`src/rtl/req_source.sv`:
```
// rtl/req_source.sv - switch-driven request generator with debounce, pending queue and periodic tick
//
// Purpose:
//   Turns a raw slide-switch level into clean press events, queues them in a
//   saturating pending counter, and produces a periodic one-cycle clock-enable
//   tick. While the downstream buffer is ready, it consumes one queued request
//   on each tick.
//
// Ports:
//   clk        in   system clock (CLOCK_50)
//   rst        in   synchronous active-low reset
//   sw_in      in   raw asynchronous switch level
//   req_ready  in   downstream can accept a request (looked at on tick cycles only)
//   tick       out  one-cycle pulse every TICK_DIV cycles
//   req_valid  out  at least one request pending
//   pend_count out  number of queued requests (3 bits)
//   overflow   out  sticky: a press was dropped while saturated
module req_source #(
    parameter int TICK_DIV = 50000000,
    parameter int DEBOUNCE = 500000,
    parameter int PEND_MAX = 7
) (
    input  logic       clk,
    input  logic       rst,
    input  logic       sw_in,
    input  logic       req_ready,
    output logic       tick,
    output logic       req_valid,
    output logic [2:0] pend_count,
    output logic       overflow
);

    localparam int TW = $clog2(TICK_DIV);
    localparam int DW = (DEBOUNCE > 1) ? $clog2(DEBOUNCE) : 1;
    localparam logic [TW-1:0] TICK_LAST = TW'(TICK_DIV - 1);
    localparam logic [DW-1:0] DB_LAST   = DW'(DEBOUNCE - 1);
    localparam logic [2:0]    PMAX      = 3'(PEND_MAX);

    logic          s1_q, s1_d;
    logic          s2_q, s2_d;
    logic          lvl_q, lvl_d;
    logic [DW-1:0] dcnt_q, dcnt_d;
    logic [TW-1:0] tcnt_q, tcnt_d;
    logic [2:0]    pend_q, pend_d;
    logic          ovf_q, ovf_d;

    logic tick_w;
    logic press;
    logic consume;

    always_comb begin
        s1_d = sw_in;
        s2_d = s1_q;

        // Only s2 feeds the debouncer; a new level is accepted after
        // DEBOUNCE consecutive cycles of disagreement with lvl.
        lvl_d  = lvl_q;
        dcnt_d = dcnt_q;
        if (s2_q == lvl_q) begin
            dcnt_d = '0;
        end else if (dcnt_q == DB_LAST) begin
            lvl_d  = s2_q;
            dcnt_d = '0;
        end else begin
            dcnt_d = dcnt_q + DW'(1);
        end

        // Rising acceptances only; releases never generate an event.
        press = (s2_q != lvl_q) && (dcnt_q == DB_LAST) && s2_q;

        tick_w = (tcnt_q == TICK_LAST);
        tcnt_d = tick_w ? '0 : tcnt_q + TW'(1);

        consume = tick_w && (pend_q != 3'd0) && req_ready;

        // A press coinciding with a consume cancels out, even when saturated,
        // so no press is lost in that case.
        pend_d = pend_q;
        ovf_d  = ovf_q;
        case ({press, consume})
            2'b10: begin
                if (pend_q == PMAX) ovf_d = 1'b1;
                else                pend_d = pend_q + 3'd1;
            end
            2'b01:   pend_d = pend_q - 3'd1;
            default: pend_d = pend_q;
        endcase
    end

    always_ff @(posedge clk) begin
        if (!rst) begin
            s1_q   <= 1'b0;
            s2_q   <= 1'b0;
            lvl_q  <= 1'b0;
            dcnt_q <= '0;
            tcnt_q <= '0;
            pend_q <= 3'd0;
            ovf_q  <= 1'b0;
        end else begin
            s1_q   <= s1_d;
            s2_q   <= s2_d;
            lvl_q  <= lvl_d;
            dcnt_q <= dcnt_d;
            tcnt_q <= tcnt_d;
            pend_q <= pend_d;
            ovf_q  <= ovf_d;
        end
    end

    assign tick       = tick_w;
    assign req_valid  = (pend_q != 3'd0);
    assign pend_count = pend_q;
    assign overflow   = ovf_q;

endmodule

```
`config.mk`:
```
export PLATFORM = sky130hd
export DESIGN_NAME = req_source
export DESIGN_NICKNAME = d
export VERILOG_FILES = /design/src/rtl/req_source.sv
export SDC_FILE = /design/constraint.sdc
export NUM_CORES = 1
export LEC_CHECK = 0
export CAP_MARGIN = 10
export CORE_AREA = 10 10 75 77
export CTS_CLUSTER_DIAMETER = 40
export DETAILED_ROUTE_END_ITERATION = 12
export DIE_AREA = 0 0 85 87
export HOLD_SLACK_MARGIN = 0.08
export MAX_ROUTING_LAYER = met4
export PLACE_DENSITY = 0.84
export SLEW_MARGIN = 20
export SYNTH_ARGS = -nofsm -noshare
export SYNTH_HDL_FRONTEND = slang
export SYNTH_SLANG_ARGS = --single-unit
```
`constraint.sdc`:
```
create_clock -name clk -period 8.1 [get_ports clk]
set_clock_uncertainty 0.05 [all_clocks]
set_input_delay 0.81 -clock clk [delete_from_list [all_inputs] [get_ports clk]]
set_output_delay 0.81 -clock clk [all_outputs]
set_load 0.005 [all_outputs]
```
======== Yosys cells after proc, flatten, opt, wreduce, memory -nomap -nowiden ========
Index checks and enable logic that the tools add are counted.
cells by class
  add/subtract/negate cells ............... 4
  eq/ne operators ......................... 8
  muxes and demuxes ....................... 2
  bitwise operators ....................... 2
  reductions and logical operators ........ 11
operator list
  operator                                                             count
  26-bit by 1-bit adder with 26-bit output (second input constant)     1
  26-bit == test (second input constant)                               1
  19-bit by 1-bit adder with 19-bit output (second input constant)     1
  19-bit == test (second input constant)                               1
  3-bit case mux with 2 select lines                                   1
  2-bit AND reduction                                                  3
  1-bit logical AND                                                    4
  3-bit by 1-bit adder with 3-bit output (second input constant)       1
  3-bit == test (second input constant)                                1
  3-bit 2-to-1 mux                                                     1
  3-bit nonzero test                                                   1
  3-bit OR reduction                                                   1
  3-bit by 1-bit subtractor with 3-bit output (second input constant)  1
  2-bit by 1-bit == test with 1-bit output (second input constant)     1
  2-bit == test (second input constant)                                1
  2-bit inequality test (second input constant)                        1
  1-bit NOT                                                            2
  2-bit nonzero test                                                   1
  2-bit OR reduction                                                   1
  1-bit == test                                                        1
  1-bit inequality test                                                1
storage, ports and cells
  flip-flop bits (word level) ............. 52
  input port bits ......................... 4
  word-level logic and storage cells ...... 34

======== Logic depth before layout (Yosys ltp) ========
Gate-level depths: netlist of the first run.
  depth after elaboration ................. 6
  mapped depth ............................ 10

======== Least setup slack after synthesis of the first run ========
Ideal clock, no wire load.
  path type ............................... input-to-reg
  from .................................... input req_ready
  to ...................................... register pend_q[2] (netlist: pend_count[2])
  data arrival time ....................... 2.519 ns
  data required time ...................... 7.916 ns
  setup slack ............................. 5.397 ns
  cell stages on the path ................. 8
  path buffers ............................ 0
  cells stage by stage .................... nand3_1 or4_1 a211oi_1 inv_1 fa_1 nand3_1 nor2_1 or4b_1
on the way
  cells in the longest elaborated chain, start to end .. 4
  elaborated cells on any way between the ends .. 7
  those cells by class .................... eq/ne: 3; mux: 1; reduce/logical: 3
ends and longest elaborated chain
  item                                                                          RTL line  RTL
  start: declaration                                                            26        input logic req_ready,
  1-bit logical AND (*)                                                         74        consume = tick_w && (pend_q != 3'd0) && req_ready;
  2-bit == test or 2-bit by 1-bit == test with 1-bit output (tied branches)     80        case ({press, consume})
  2-bit inequality test (no source line) or 2-bit nonzero test (tied branches)  --
  2-bit AND reduction (no source line)                                          --
  end signal: assignment                                                        105       pend_q <= pend_d;
  end: declaration                                                              44        logic [2:0] pend_q, pend_d;
Every way passes the cells marked *; elsewhere a longest branch is shown, timed or not.
A chain may end at the register's enable or synchronous reset.

======== Final worst setup path of the first run ========
  from .................................... register tcnt_q[17]
  to ...................................... output tick
on the way
  cells in the longest elaborated chain, start to end .. 1
ends and longest elaborated chain
  item                      RTL line  RTL
  start: declaration        43        logic [TW-1:0] tcnt_q, tcnt_d;
  start signal: assignment  104       tcnt_q <= tcnt_d;
  26-bit == test            71        tick_w = (tcnt_q == TICK_LAST);
  end: declaration          27        output logic tick,
No other way between the ends.

==> results of run 1 <==
[per-layer routing]
metal  global-route usage  routed length, microns
met1                0.157                    2160
met2                0.209                    2140
met3               0.0449                     127
met4               0.0479                      55
met5                    -                       0
[power groups by stage]
stage | clock (mW) | combinational (mW) | sequential, mW
3_5_place_dp | 0 | 0.00824 | 0.265
5_1_grt | 0.198 | 0.00917 | 0.259
6_report | 0.182 | 0.00818 | 0.259
4_1_cts | 0.187 | 0.00838 | 0.259
3_3_place_gp | 0 | 0.00799 | 0.265
2_1_floorplan | 0 | 0.00580 | 0.265
[logic make-up (layout without fill, tap and decap cells)]
kind of cell,count (synthesis),in the layout
DFF,52,52
adders and majority gates,3,3
xor gates and xnor gates,40,40
AOI/OAI and AO/OA,13,13
buffers and inverters,23,30
and+or+nand+nor,153,153
muxes,1,1
[synthesized netlist by cell type]
| library cell | number |
|---|---|
| sky130_fd_sc_hd__or3_1 | 3 |
| sky130_fd_sc_hd__and3_1 | 3 |
| sky130_fd_sc_hd__nand3b_1 | 1 |
| sky130_fd_sc_hd__fa_1 | 1 |
| sky130_fd_sc_hd__o211a_4 | 1 |
| sky130_fd_sc_hd__nand2_1 | 22 |
| sky130_fd_sc_hd__or4_1 | 1 |
| sky130_fd_sc_hd__mux2i_1 | 1 |
| sky130_fd_sc_hd__nand4_2 | 1 |
| sky130_fd_sc_hd__a21oi_2 | 1 |
| sky130_fd_sc_hd__ha_1 | 2 |
| sky130_fd_sc_hd__or4bb_1 | 1 |
| sky130_fd_sc_hd__xor2_1 | 14 |
| sky130_fd_sc_hd__nand2b_1 | 1 |
| sky130_fd_sc_hd__nand4b_1 | 1 |
| sky130_fd_sc_hd__buf_2 | 1 |
| sky130_fd_sc_hd__or4b_4 | 1 |
| sky130_fd_sc_hd__nor4_1 | 5 |
| sky130_fd_sc_hd__nor2_1 | 53 |
| sky130_fd_sc_hd__nor4bb_1 | 2 |
| sky130_fd_sc_hd__o21a_1 | 1 |
| sky130_fd_sc_hd__o21ai_0 | 2 |
| sky130_fd_sc_hd__nor4b_1 | 2 |
| sky130_fd_sc_hd__or4b_1 | 2 |
| sky130_fd_sc_hd__and4b_1 | 1 |
| sky130_fd_sc_hd__and2_1 | 3 |
| sky130_fd_sc_hd__or2_2 | 2 |
| sky130_fd_sc_hd__nand4_1 | 8 |
| sky130_fd_sc_hd__xnor2_1 | 26 |
| sky130_fd_sc_hd__inv_1 | 13 |
| sky130_fd_sc_hd__nor2b_1 | 1 |
| sky130_fd_sc_hd__nand3_1 | 18 |
| sky130_fd_sc_hd__dfxtp_1 | 52 |
| sky130_fd_sc_hd__and3b_1 | 1 |
| sky130_fd_sc_hd__and4_1 | 6 |
| sky130_fd_sc_hd__a21oi_1 | 4 |
| sky130_fd_sc_hd__or4_4 | 2 |
| sky130_fd_sc_hd__nor3_1 | 11 |
| sky130_fd_sc_hd__clkbuf_2 | 1 |
| sky130_fd_sc_hd__a211oi_1 | 3 |
| sky130_fd_sc_hd__clkbuf_1 | 8 |
| sky130_fd_sc_hd__nor4_4 | 1 |
| sky130_fd_sc_hd__a21o_1 | 1 |
[final timing paths]
kind                            depth (start not counted)       endpoint       start
worst max-delay path                                    4           tick  tcnt_q[17]
worst max register to register                          9  pend_count[2]   tcnt_q[0]
worst min register to register                          1           s2_q        s1_q
worst min-delay path                                    1           s2_q        s1_q
[layout make-up]
cell class / instances / area [sq um] / area share
Multi-Input combinational cell: 210 / 1320 / 0.493
Sequential cell: 52 / 1040 / 0.388
Timing Repair Buffer: 9 / 90.1 / 0.0336
Clock buffer: 5 / 68.8 / 0.0257
Tap cell: 52 / 65.1 / 0.0243
Inverter: 13 / 48.8 / 0.0182
Clock inverter: 3 / 46.3 / 0.0173
[worst max-delay path: cells and delay by family, from the launching register on]
kind,cells,cell delay (ns)
buffers and inverters,1,0.54
and+or+nand+nor,3,0.80
DFF,1,0.47
[sequential cells by signal, indices dropped and copies added (netlist names)]
| signal | flops |
|---|---|
| s2_q | 1 |
| tcnt_q | 26 |
| lvl_q | 1 |
| pend_count | 3 |
| overflow | 1 |
| dcnt_q | 19 |
| s1_q | 1 |
[per-stage QoR]
stage	std cells	hold WS, ns	utilization
global placement	336	0.365	0.606
floorplan	285	0.362	-
global route	344	0.429	0.634
detailed placement	336	0.372	0.606
CTS	344	0.395	0.634
finish	344	0.394	0.634
==> out/qor.txt, run 1 <==
======================================================================================
Synthesized instance count ..............................................          285
Worst hold-check path type ..............................................      reg2reg
Overall die area ........................................................ 0.00740 sq mm
CP Max Fanout ...........................................................            8
Clk_lat worst skew ......................................................      0.31 ns
VDD IR max ..............................................................       128 uV
Count of max-cap constraint violations ..................................            0
CTS root buf ............................................................ sky130_fd_sc_hd__clkbuf_8
Remaining DRCs ..........................................................            0
Register bit total from synthesis .......................................           52
Fraction of synthesized cell area taken by the top area cell type .......        0.424
Cell Chain, Critical Path ............................................... nor4bb_1 -> nand4_1 -> nor3_1 -> clkdlybuf4s50_1
Final design area excluding fillers ..................................... 0.00268 sq mm
Number of nets produced by synthesis ....................................          292
Classification of the worst setup path ..................................      reg2out
DPL Wire Length ......................................................... 3140 microns
Run status .............................................................. finished, final reports clean
Fraction of power consumed by sequential logic ..........................        0.577
# diodes ................................................................            0
Residual antenna-violating net count after detailed routing .............            0
Data arrival time of the critical path ..................................      2.12 ns
Antenna violations before repair ........................................            0
Hold Violations, Final ..................................................            0
Slowest-stage cell, CP .................................................. sky130_fd_sc_hd__clkdlybuf4s50_1
Max-slew violation count ................................................            0
Post-layout total power .................................................     0.449 mW
Wirelength per Cell ..................................................... 13.0 microns
Clock slew at the register clock pins of the worst setup and hold paths .      0.09 ns
Count of buffers from port buffering ....................................            9
Top cells by area in the synthesized netlist ............................ sky130_fd_sc_hd__dfxtp_1 42%, sky130_fd_sc_hd__xnor2_1 9.3%, sky130_fd_sc_hd__nor2_1 8.1%
Max H-tree Level ........................................................            2
Synthesized-area fraction occupied by ao, oa, aoi and oai cells .........       0.0383
Post-route minimum period ...............................................      2.98 ns
Simple logic cell fraction of the synthesized area ......................        0.336
Routed vias .............................................................         1912
Global Route Usage Sum ..................................................        0.134
Avg Inst Size Synth .....................................................   8.60 sq um
Die Span Y ..............................................................   87 microns
Total number of yosys warnings ..........................................            0
First-pass iteration count of the detailed router .......................            4
Synthesized-area fraction occupied by xor and xnor cells ................        0.143
Area of the core region ................................................. 0.00423 sq mm
P&R area growth vs syn ..................................................        9.39%
Fraction of power spent switching nets ..................................        0.213
Measured slew at the worst slew-check pin ...............................     0.913 ns
Biggest cell delay along the critical path ..............................      0.54 ns
Min setup slack post-route ..............................................      5.12 ns
Top-Level Pins ..........................................................           10
Nets ....................................................................          298
Adder-cell share of the synthesized area ................................       0.0184
Via-to-Cell Ratio .......................................................         5.56
Pin count of the biggest net entering global routing ....................           26
Cell leakage power ......................................................     0.866 nW
Total power density per cell area .......................................  168 mW/mm^2
Share of total power in combinational logic .............................        0.018
Endpoint type of the worst setup path ...................................  output port
Combined area of all synthesized cells .................................. 0.00245 sq mm
Sw Pwr ..................................................................    0.0959 mW
Commonest non-fill, non-tap cell in the layout .......................... sky130_fd_sc_hd__nor2_1
Most frequent cells in the layout ....................................... 53 x sky130_fd_sc_hd__nor2_1, 52 x sky130_fd_sc_hd__dfxtp_1, 26 x sky130_fd_sc_hd__xnor2_1
Detailed Route Iter0 Violations .........................................          107
Worst Setup Start Kind ..................................................         flop
Internal portion of total power .........................................     0.354 mW
Layout cells sized above 1 ..............................................       0.0582
Total negative setup slack ..............................................         0 ns
Slew Limit Headroom .....................................................        0.391
Setup slack of the most critical reg-to-reg path ........................      5.25 ns
Share of the yosys chip area belonging to registers .....................        0.424
Clock network power share ...............................................        0.405
Standard cell area after detailed placement ............................. 0.00257 sq mm
Clock tree from TritonCTS ...............................................        built
GPL Wtd Cong ............................................................        0.795
Clock buffer count from CTS .............................................            5
Total detailed-routing wirelength ....................................... 4480 microns
Period utilisation layout ...............................................        0.368
Number of rows in the core area .........................................           24
Wire length of the first global-routing pass ............................ 8140 microns
Data required time of the critical path .................................      7.24 ns
Starting density of the core ............................................        0.579
Dominant combinational cell family by area after synthesis .............. simple AND/OR/NAND/NOR gates
Filler cell count .......................................................          371
Hold_buf cts ............................................................            0
Dominant cell type by area after synthesis .............................. sky130_fd_sc_hd__dfxtp_1
Final Setup Violations ..................................................            0
Worst Setup Slack post-DPL ..............................................      4.82 ns
Count of cell types in the netlist ......................................           43
Deepest clock path buffer count .........................................            2
Unrepaired setup endpoints after global routing .........................           no
Number of clock sinks ...................................................           52
Buffers inserted during post-CTS setup optimization .....................            0
Highest Clock Rate ......................................................      335 MHz
Die width ...............................................................   85 microns
Number of global-route vias before repair ...............................         1872
Multiplexer share of the synthesized area ...............................      0.00408
Grt ovf .................................................................            0
Number of resized instances in the post-cts repair step .................            0
======================================================================================
Note: power is estimated with default switching activity, not from simulation.
==> run 2: changes to the inputs <==
- CORE_AREA: 10 10 75 77 -> 10 10 79 81
- DIE_AREA: 0 0 85 87 -> 0 0 89 91
- PLACE_DENSITY: 0.84 -> 0.79
- clock period: 8.1 -> 2.4 ns (I/O delays scaled with it)
==> run 2 against run 1 <==
Sequential power grew to 3.4 times the previous value; die area increased by 9.5%; the flow now finishes with violations (negative setup slack); largest cell class unchanged; critical endpoint is now pend_count[2]; cell count increased by 15%; routed wire length grew 13%; design area rose by 15%; first-iteration DRC count rose by 2.8%.
==> out/qor.txt, run 2 (synthesis gave the netlist of run 1 again) <==
======================================================================================
Run status .............................................................. finished with violations   was finished, final reports clean
Violations in the final reports ......................................... negative setup slack
Highest Clock Rate ......................................................      410 MHz
Measured slew at the worst slew-check pin ...............................     0.394 ns   was 0.913 ns
Startpoint of the worst register-to-register path .......................    tcnt_q[1]   was tcnt_q[0]
Area of the core region ................................................. 0.00466 sq mm   was 0.00423 sq mm
Wirelength per Cell ..................................................... 12.8 microns   was 13.0 microns
Total negative setup slack ..............................................   -0.0380 ns   was 0 ns
Number of clock sinks ...................................................           52   unchanged
CP Max Fanout ...........................................................            4   was 8
Worst hold-check path type ..............................................      reg2reg   unchanged
Nets ....................................................................          347   was 298
Worst Reg-to-Reg Cells ..................................................            9   unchanged
Top-Level Pins ..........................................................           10   unchanged
Via-to-Cell Ratio .......................................................         5.32   was 5.56
Pin count of the biggest net entering global routing ....................           26   unchanged
Final Setup Violations ..................................................            1   was 0
Period utilisation layout ...............................................         1.02
Data arrival time of the critical path ..................................      2.57 ns   was 2.12 ns
Cell leakage power ......................................................      1.12 nW   was 0.866 nW
Starting density of the core ............................................        0.526   was 0.579
Slew Limit Headroom .....................................................        0.735   was 0.391
CTS root buf ............................................................ sky130_fd_sc_hd__clkbuf_8   unchanged
Count of buffers from port buffering ....................................            9   unchanged
Clk_lat worst skew ......................................................      0.30 ns   was 0.31 ns
Total power density per cell area .......................................  460 mW/mm^2   was 168 mW/mm^2
Setup slack of the most critical reg-to-reg path ........................     -0.03 ns   was 5.25 ns
Routed vias .............................................................         2102   was 1912
Number of global-route vias before repair ...............................         2061   was 1872
Die Span Y ..............................................................   91 microns   was 87 microns
Min setup slack post-route ..............................................   -0.0380 ns   was 5.12 ns
VDD IR max ..............................................................       260 uV   was 128 uV
Antenna violations before repair ........................................            0   unchanged
Hold_buf cts ............................................................            0   unchanged
Register with the most flip-flops .......................................       tcnt_q   unchanged
Worst min-delay path endpoint ...........................................         s2_q   unchanged
Worst Setup Start Kind ..................................................   input port   was flop
Remaining DRCs ..........................................................            0   unchanged
Residual antenna-violating net count after detailed routing .............            0   unchanged
Max-slew violation count ................................................            0   unchanged
Count of max-cap constraint violations ..................................            0   unchanged
Grt ovf .................................................................            0   unchanged
Post-route minimum period ...............................................      2.44 ns
Max H-tree Level ........................................................            2   unchanged
# diodes ................................................................            0   unchanged
GPL Wtd Cong ............................................................        0.901   was 0.795
Post-layout total power .................................................      1.42 mW   was 0.449 mW
Overall die area ........................................................ 0.00810 sq mm   was 0.00740 sq mm
Total detailed-routing wirelength ....................................... 5060 microns   was 4480 microns
Global Route Usage Sum ..................................................        0.138   was 0.134
Clock slew at the register clock pins of the worst setup and hold paths .      0.09 ns   about the same
Classification of the worst setup path ..................................       in2reg   was reg2out
Number of rows in the core area .........................................           25   was 24
Max FFs per register ....................................................           26   unchanged
Endpoint type of the worst setup path ...................................         flop   was output port
Hold path depth .........................................................            1   unchanged
DPL Wire Length ......................................................... 3760 microns   was 3140 microns
Worst flop-to-flop path endpoint ........................................ pend_count[2]   unchanged
Die width ...............................................................   89 microns   was 85 microns
Wire length of the first global-routing pass ............................ 9010 microns   was 8140 microns
Deepest clock path buffer count .........................................            2   unchanged
Unrepaired setup endpoints after global routing .........................          yes   was no
P&R area growth vs syn ..................................................        25.4%   was 9.39%
Worst min-delay path startpoint .........................................         s1_q   unchanged
Most frequent cells in the layout ....................................... 53 x sky130_fd_sc_hd__nor2_1, 49 x sky130_fd_sc_hd__buf_4, 43 x sky130_fd_sc_hd__dfxtp_1   was 53 x sky130_fd_sc_hd__nor2_1, 52 x sky130_fd_sc_hd__dfxtp_1, 26 x sky130_fd_sc_hd__xnor2_1
Detailed Route Iter0 Violations .........................................          110   was 107
Hold Violations, Final ..................................................            0   unchanged
Commonest non-fill, non-tap cell in the layout .......................... sky130_fd_sc_hd__nor2_1   unchanged
Layout cells sized above 1 ..............................................        0.235   was 0.0582
Data required time of the critical path .................................      2.54 ns   was 7.24 ns
First-pass iteration count of the detailed router .......................            5   was 4
Clock buffer count from CTS .............................................            5   unchanged
Clock tree from TritonCTS ...............................................        built   unchanged
======================================================================================
run 2: what timing repair did:
item                                   in CTS  in global routing
pin swaps                                   4                  1
cloned                                      0                  0
setup endpoints to repair                   1                  2
gates resized for setup                     5                  2
endpoints found under the hold margin       0                  0
setup buffers                               1                  0
run 2: area by class of cell:
cell class                 instances  area (sq um)
timing repair buffer              58           458
clock buffer                       8          90.1
sequential                        52          1050
multi-input combinational        210          1360
inverter                          13          48.8
tap                               54          67.6
fill                             372          1590
run 2: metal layers:
metal	global-route usage	routed length, microns	up-vias
met4	0.0504	55	0
li1	-	-	1072
met5	-	0	-
met3	0.0393	202	6
met2	0.212	2450	40
met1	0.168	2350	984
run 2: metrics by stage:
| stage | area [sq um] | hold slack, ns | setup slack (ns) | util | std cells |
|---|---|---|---|---|---|
| after global routing | 3080 | 0.437 | -0.171 | 0.660 | 395 |
| final | 3080 | 0.408 | -0.0380 | 0.660 | 395 |
| after detailed placement | 2960 | 0.390 | -0.391 | 0.635 | 386 |
| after floorplan | 2480 | 0.317 | -0.0403 | - | 285 |
| after global placement | 2960 | 0.375 | -0.355 | 0.635 | 386 |
| after CTS | 3070 | 0.418 | -0.0280 | 0.659 | 395 |
run 2: report_power, final:
group,internal [mW],leakage [nW],total [mW],switching (mW)
Combinational,0.0204,0.651,0.0427,0.0223
Clock,0.236,0.0455,0.500,0.264
Sequential,0.869,0.424,0.873,0.00457
Total,1.12,1.12,1.42,0.291
run 2: worst max-delay path, cell delays in order:
cell and delay (ns):
sky130_fd_sc_hd__clkdlybuf4s50_1 0.46, sky130_fd_sc_hd__nand3_1 0.08, sky130_fd_sc_hd__or4_1 0.55, sky130_fd_sc_hd__a211oi_2 0.16, sky130_fd_sc_hd__inv_1 0.09, sky130_fd_sc_hd__fa_2 0.37, sky130_fd_sc_hd__nand3_2 0.07, sky130_fd_sc_hd__nor2_1 0.04
sky130_fd_sc_hd__or4b_1 0.51
run 2: how the worst max path moves through the flow:
stage | start | endpoint | slack, ns | cells past startpoint
finish | req_ready | pend_count[2] | -0.04 | 9
global placement | req_ready | pend_count[2] | -0.35 | 9
global route | dcnt_q[9] | pend_count[2] | -0.17 | 8
CTS | dcnt_q[12] | pend_count[2] | -0.03 | 8
floorplan | dcnt_q[9] | pend_count[2] | -0.04 | 8
detailed placement | req_ready | pend_count[2] | -0.39 | 9
==> run 3: changes to the inputs <==
- PLACE_DENSITY: 0.79 -> unset
- PLACE_DENSITY_LB_ADDON: unset -> 0.25
==> run 3 against run 2 <==
Critical endpoint unchanged; sequential power is essentially flat; sequential cell count is the same; die area is the same; utilization grew 0.78 points; design area grew 1.2%; the flow still finishes with violations (negative setup slack); highest routed layer unchanged; global-route usage shrank 0.27 points; first-iteration DRC count shrank 26%.
==> out/qor.txt, run 3 (synthesis gave the netlist of run 1 again) <==
======================================================================================
Run status .............................................................. finished with violations   unchanged
Violations in the final reports ......................................... negative setup slack   unchanged
Number of global-route vias before repair ...............................         2071   was 2061
Slowest-stage cell, CP .................................................. sky130_fd_sc_hd__or4_4   was sky130_fd_sc_hd__or4_1
First-pass iteration count of the detailed router .......................            4   was 5
Slew Limit Headroom .....................................................        0.717   was 0.735
Worst min-delay path startpoint .........................................         s1_q   unchanged
Post-layout total power .................................................      1.41 mW   was 1.42 mW
Cell count after placement ..............................................          389   was 386
Detailed Route Iter0 Violations .........................................           81   was 110
Area occupied by multi-input gates ...................................... 0.00136 sq mm   about the same
Classification of the worst setup path ..................................       in2reg   unchanged
VDD IR max ..............................................................       293 uV   was 260 uV
GPL Wtd Cong ............................................................        0.872   was 0.901
Most frequent cells in the layout ....................................... 54 x sky130_fd_sc_hd__buf_4, 53 x sky130_fd_sc_hd__nor2_1, 43 x sky130_fd_sc_hd__dfxtp_1   was 53 x sky130_fd_sc_hd__nor2_1, 49 x sky130_fd_sc_hd__buf_4, 43 x sky130_fd_sc_hd__dfxtp_1
Endpoint type of the worst setup path ...................................         flop   unchanged
Number of cells in the finished layout apart from fillers ...............          400   was 395
Top-Level Pins ..........................................................           10   unchanged
CP Max Fanout ...........................................................            4   unchanged
DPL Wire Length ......................................................... 3720 microns   was 3760 microns
Total detailed-routing wirelength ....................................... 4990 microns   was 5060 microns
Register with the most flip-flops .......................................       tcnt_q   unchanged
Total power density per cell area .......................................  454 mW/mm^2   was 460 mW/mm^2
Deepest clock path buffer count .........................................            2   unchanged
Via-to-Cell Ratio .......................................................         5.25   was 5.32
Starting density of the core ............................................        0.526   unchanged
Routed vias .............................................................         2100   was 2102
Total negative setup slack ..............................................   -0.0551 ns   was -0.0380 ns
Clock tree from TritonCTS ...............................................        built   unchanged
Startpoint of the worst register-to-register path .......................    dcnt_q[9]   was tcnt_q[1]
Measured slew at the worst slew-check pin ...............................     0.421 ns   was 0.394 ns
Max H-tree Level ........................................................            2   unchanged
Worst flop-to-flop path endpoint ........................................ pend_count[2]   unchanged
Hold_buf cts ............................................................            0   unchanged
Setup slack of the most critical reg-to-reg path ........................     -0.05 ns   was -0.03 ns
Biggest cell delay along the critical path ..............................      0.55 ns   about the same
CTS root buf ............................................................ sky130_fd_sc_hd__clkbuf_8   unchanged
Number of clock sinks ...................................................           52   unchanged
Die Span Y ..............................................................   91 microns   unchanged
Antenna violations before repair ........................................            0   unchanged
Cell leakage power ......................................................      1.15 nW   was 1.12 nW
P&R area growth vs syn ..................................................        26.9%   was 25.4%
Clock slew at the register clock pins of the worst setup and hold paths .      0.09 ns   about the same
Filler cell count .......................................................          378   was 372
Final standard cell utilization of the core .............................        0.668   was 0.660
Cell Chain, Critical Path ............................................... clkdlybuf4s50_1 -> nand3_1 -> or4_4 -> a211oi_2 -> inv_1 -> fa_2 -> nand3_2 -> nor2_1 -> or4b_1   was clkdlybuf4s50_1 -> nand3_1 -> or4_1 -> a211oi_2 -> inv_1 -> fa_2 -> nand3_2 -> nor2_1 -> or4b_1
Residual antenna-violating net count after detailed routing .............            0   unchanged
Highest Clock Rate ......................................................      407 MHz   was 410 MHz
Commonest non-fill, non-tap cell in the layout .......................... sky130_fd_sc_hd__buf_4   was sky130_fd_sc_hd__nor2_1
Die width ...............................................................   89 microns   unchanged
Worst min-delay path endpoint ...........................................         s2_q   unchanged
Clk_lat worst skew ......................................................      0.29 ns   was 0.30 ns
Period utilisation layout ...............................................         1.02   about the same
Min setup slack post-route ..............................................   -0.0551 ns   was -0.0380 ns
Number of rows in the core area .........................................           25   unchanged
# diodes ................................................................            0   unchanged
Nets ....................................................................          352   was 347
Hold path depth .........................................................            1   unchanged
Unrepaired setup endpoints after global routing .........................          yes   unchanged
Global Route Usage Sum ..................................................        0.136   was 0.138
Pin count of the biggest net entering global routing ....................           26   unchanged
Worst Setup Start Kind ..................................................   input port   unchanged
Count of buffers from port buffering ....................................            9   unchanged
Hold Violations, Final ..................................................            0   unchanged
Layout cells sized above 1 ..............................................        0.246   was 0.235
Wire length of the first global-routing pass ............................ 8940 microns   was 9010 microns
Data arrival time of the critical path ..................................      2.58 ns   was 2.57 ns
Clock buffer count from CTS .............................................            5   unchanged
Footprint of the flip-flops and latches ................................. 0.00105 sq mm   unchanged
Wirelength per Cell ..................................................... 12.5 microns   was 12.8 microns
Data required time of the critical path .................................      2.53 ns   was 2.54 ns
Max FFs per register ....................................................           26   unchanged
Post-route minimum period ...............................................      2.46 ns   was 2.44 ns
Max-slew violation count ................................................            0   unchanged
Overall die area ........................................................ 0.00810 sq mm   unchanged
Grt ovf .................................................................            0   unchanged
Remaining DRCs ..........................................................            0   unchanged
Count of max-cap constraint violations ..................................            0   unchanged
Final Setup Violations ..................................................            1   unchanged
Worst Reg-to-Reg Cells ..................................................            8   was 9
Worst hold-check path type ..............................................      reg2reg   unchanged
Area of the core region ................................................. 0.00466 sq mm   unchanged
======================================================================================
## run 3: cell types whose count changed in the layout (fill, tap and decap cells not counted)
| cell | previous run | this run |
|---|---|---|
| sky130_fd_sc_hd__or4_1 | 1 | 0 |
| sky130_fd_sc_hd__nor3_1 | 10 | 11 |
| sky130_fd_sc_hd__or4_4 | 2 | 3 |
| sky130_fd_sc_hd__buf_4 | 49 | 54 |
| sky130_fd_sc_hd__nor3_2 | 1 | 0 |
## run 3: metrics by stage
step                      cell area [sq um]  hold WS, ns  worst slack (ns)
after floorplan                        2480        0.317           -0.0403
after global placement                 2980        0.377            -0.361
after detailed placement               2980        0.378            -0.387
after CTS                              3090        0.408           -0.0373
after global routing                   3110        0.414            -0.159
final                                  3110        0.401           -0.0551
## run 3: worst max-delay path: cells and delay by family
family | cells | cell delay, ns
and+or+nand+nor | 5 | 1.28
adders and majority gates | 1 | 0.39
buffers and inverters | 2 | 0.54
AOI/OAI and AO/OA | 1 | 0.14
## run 3: area by class of cell
class / count / share of cell area
inverter: 13 / 0.0157
multi-input combinational: 210 / 0.436
timing repair buffer: 63 / 0.159
tap: 54 / 0.0217
sequential: 52 / 0.338
clock buffer: 8 / 0.0290
## run 3: layer usage
metal  global-route usage  wire length, microns
met1                0.166                  2440
met2                0.215                  2340
met3               0.0304                   167
met4               0.0424                    40
met5                    -                     0
## run 3: worst max-delay path by stage
stage / startpoint / to / slack (ns) / depth (start not counted)
floorplan: dcnt_q[9] / pend_count[2] / -0.04 / 8
global placement: req_ready / pend_count[2] / -0.36 / 9
detailed placement: req_ready / pend_count[2] / -0.39 / 9
CTS: req_ready / pend_count[2] / -0.04 / 9
global route: tcnt_q[1] / pend_count[2] / -0.16 / 9
finish: req_ready / pend_count[2] / -0.06 / 9
## run 3: where the power goes
part           internal [mW]  total, mW  leakage, nW  switching, mW
registers              0.869      0.874        0.424        0.00466
clock network          0.236      0.497       0.0455          0.262
logic                 0.0199     0.0416        0.680         0.0217
## run 3: repair_timing
| item | in CTS | in global routing |
|---|---|---|
| pin swaps | 3 | 3 |
| endpoints found under the setup margin | 1 | 2 |
| gates resized for setup | 4 | 3 |
| setup buffers | 2 | 1 |
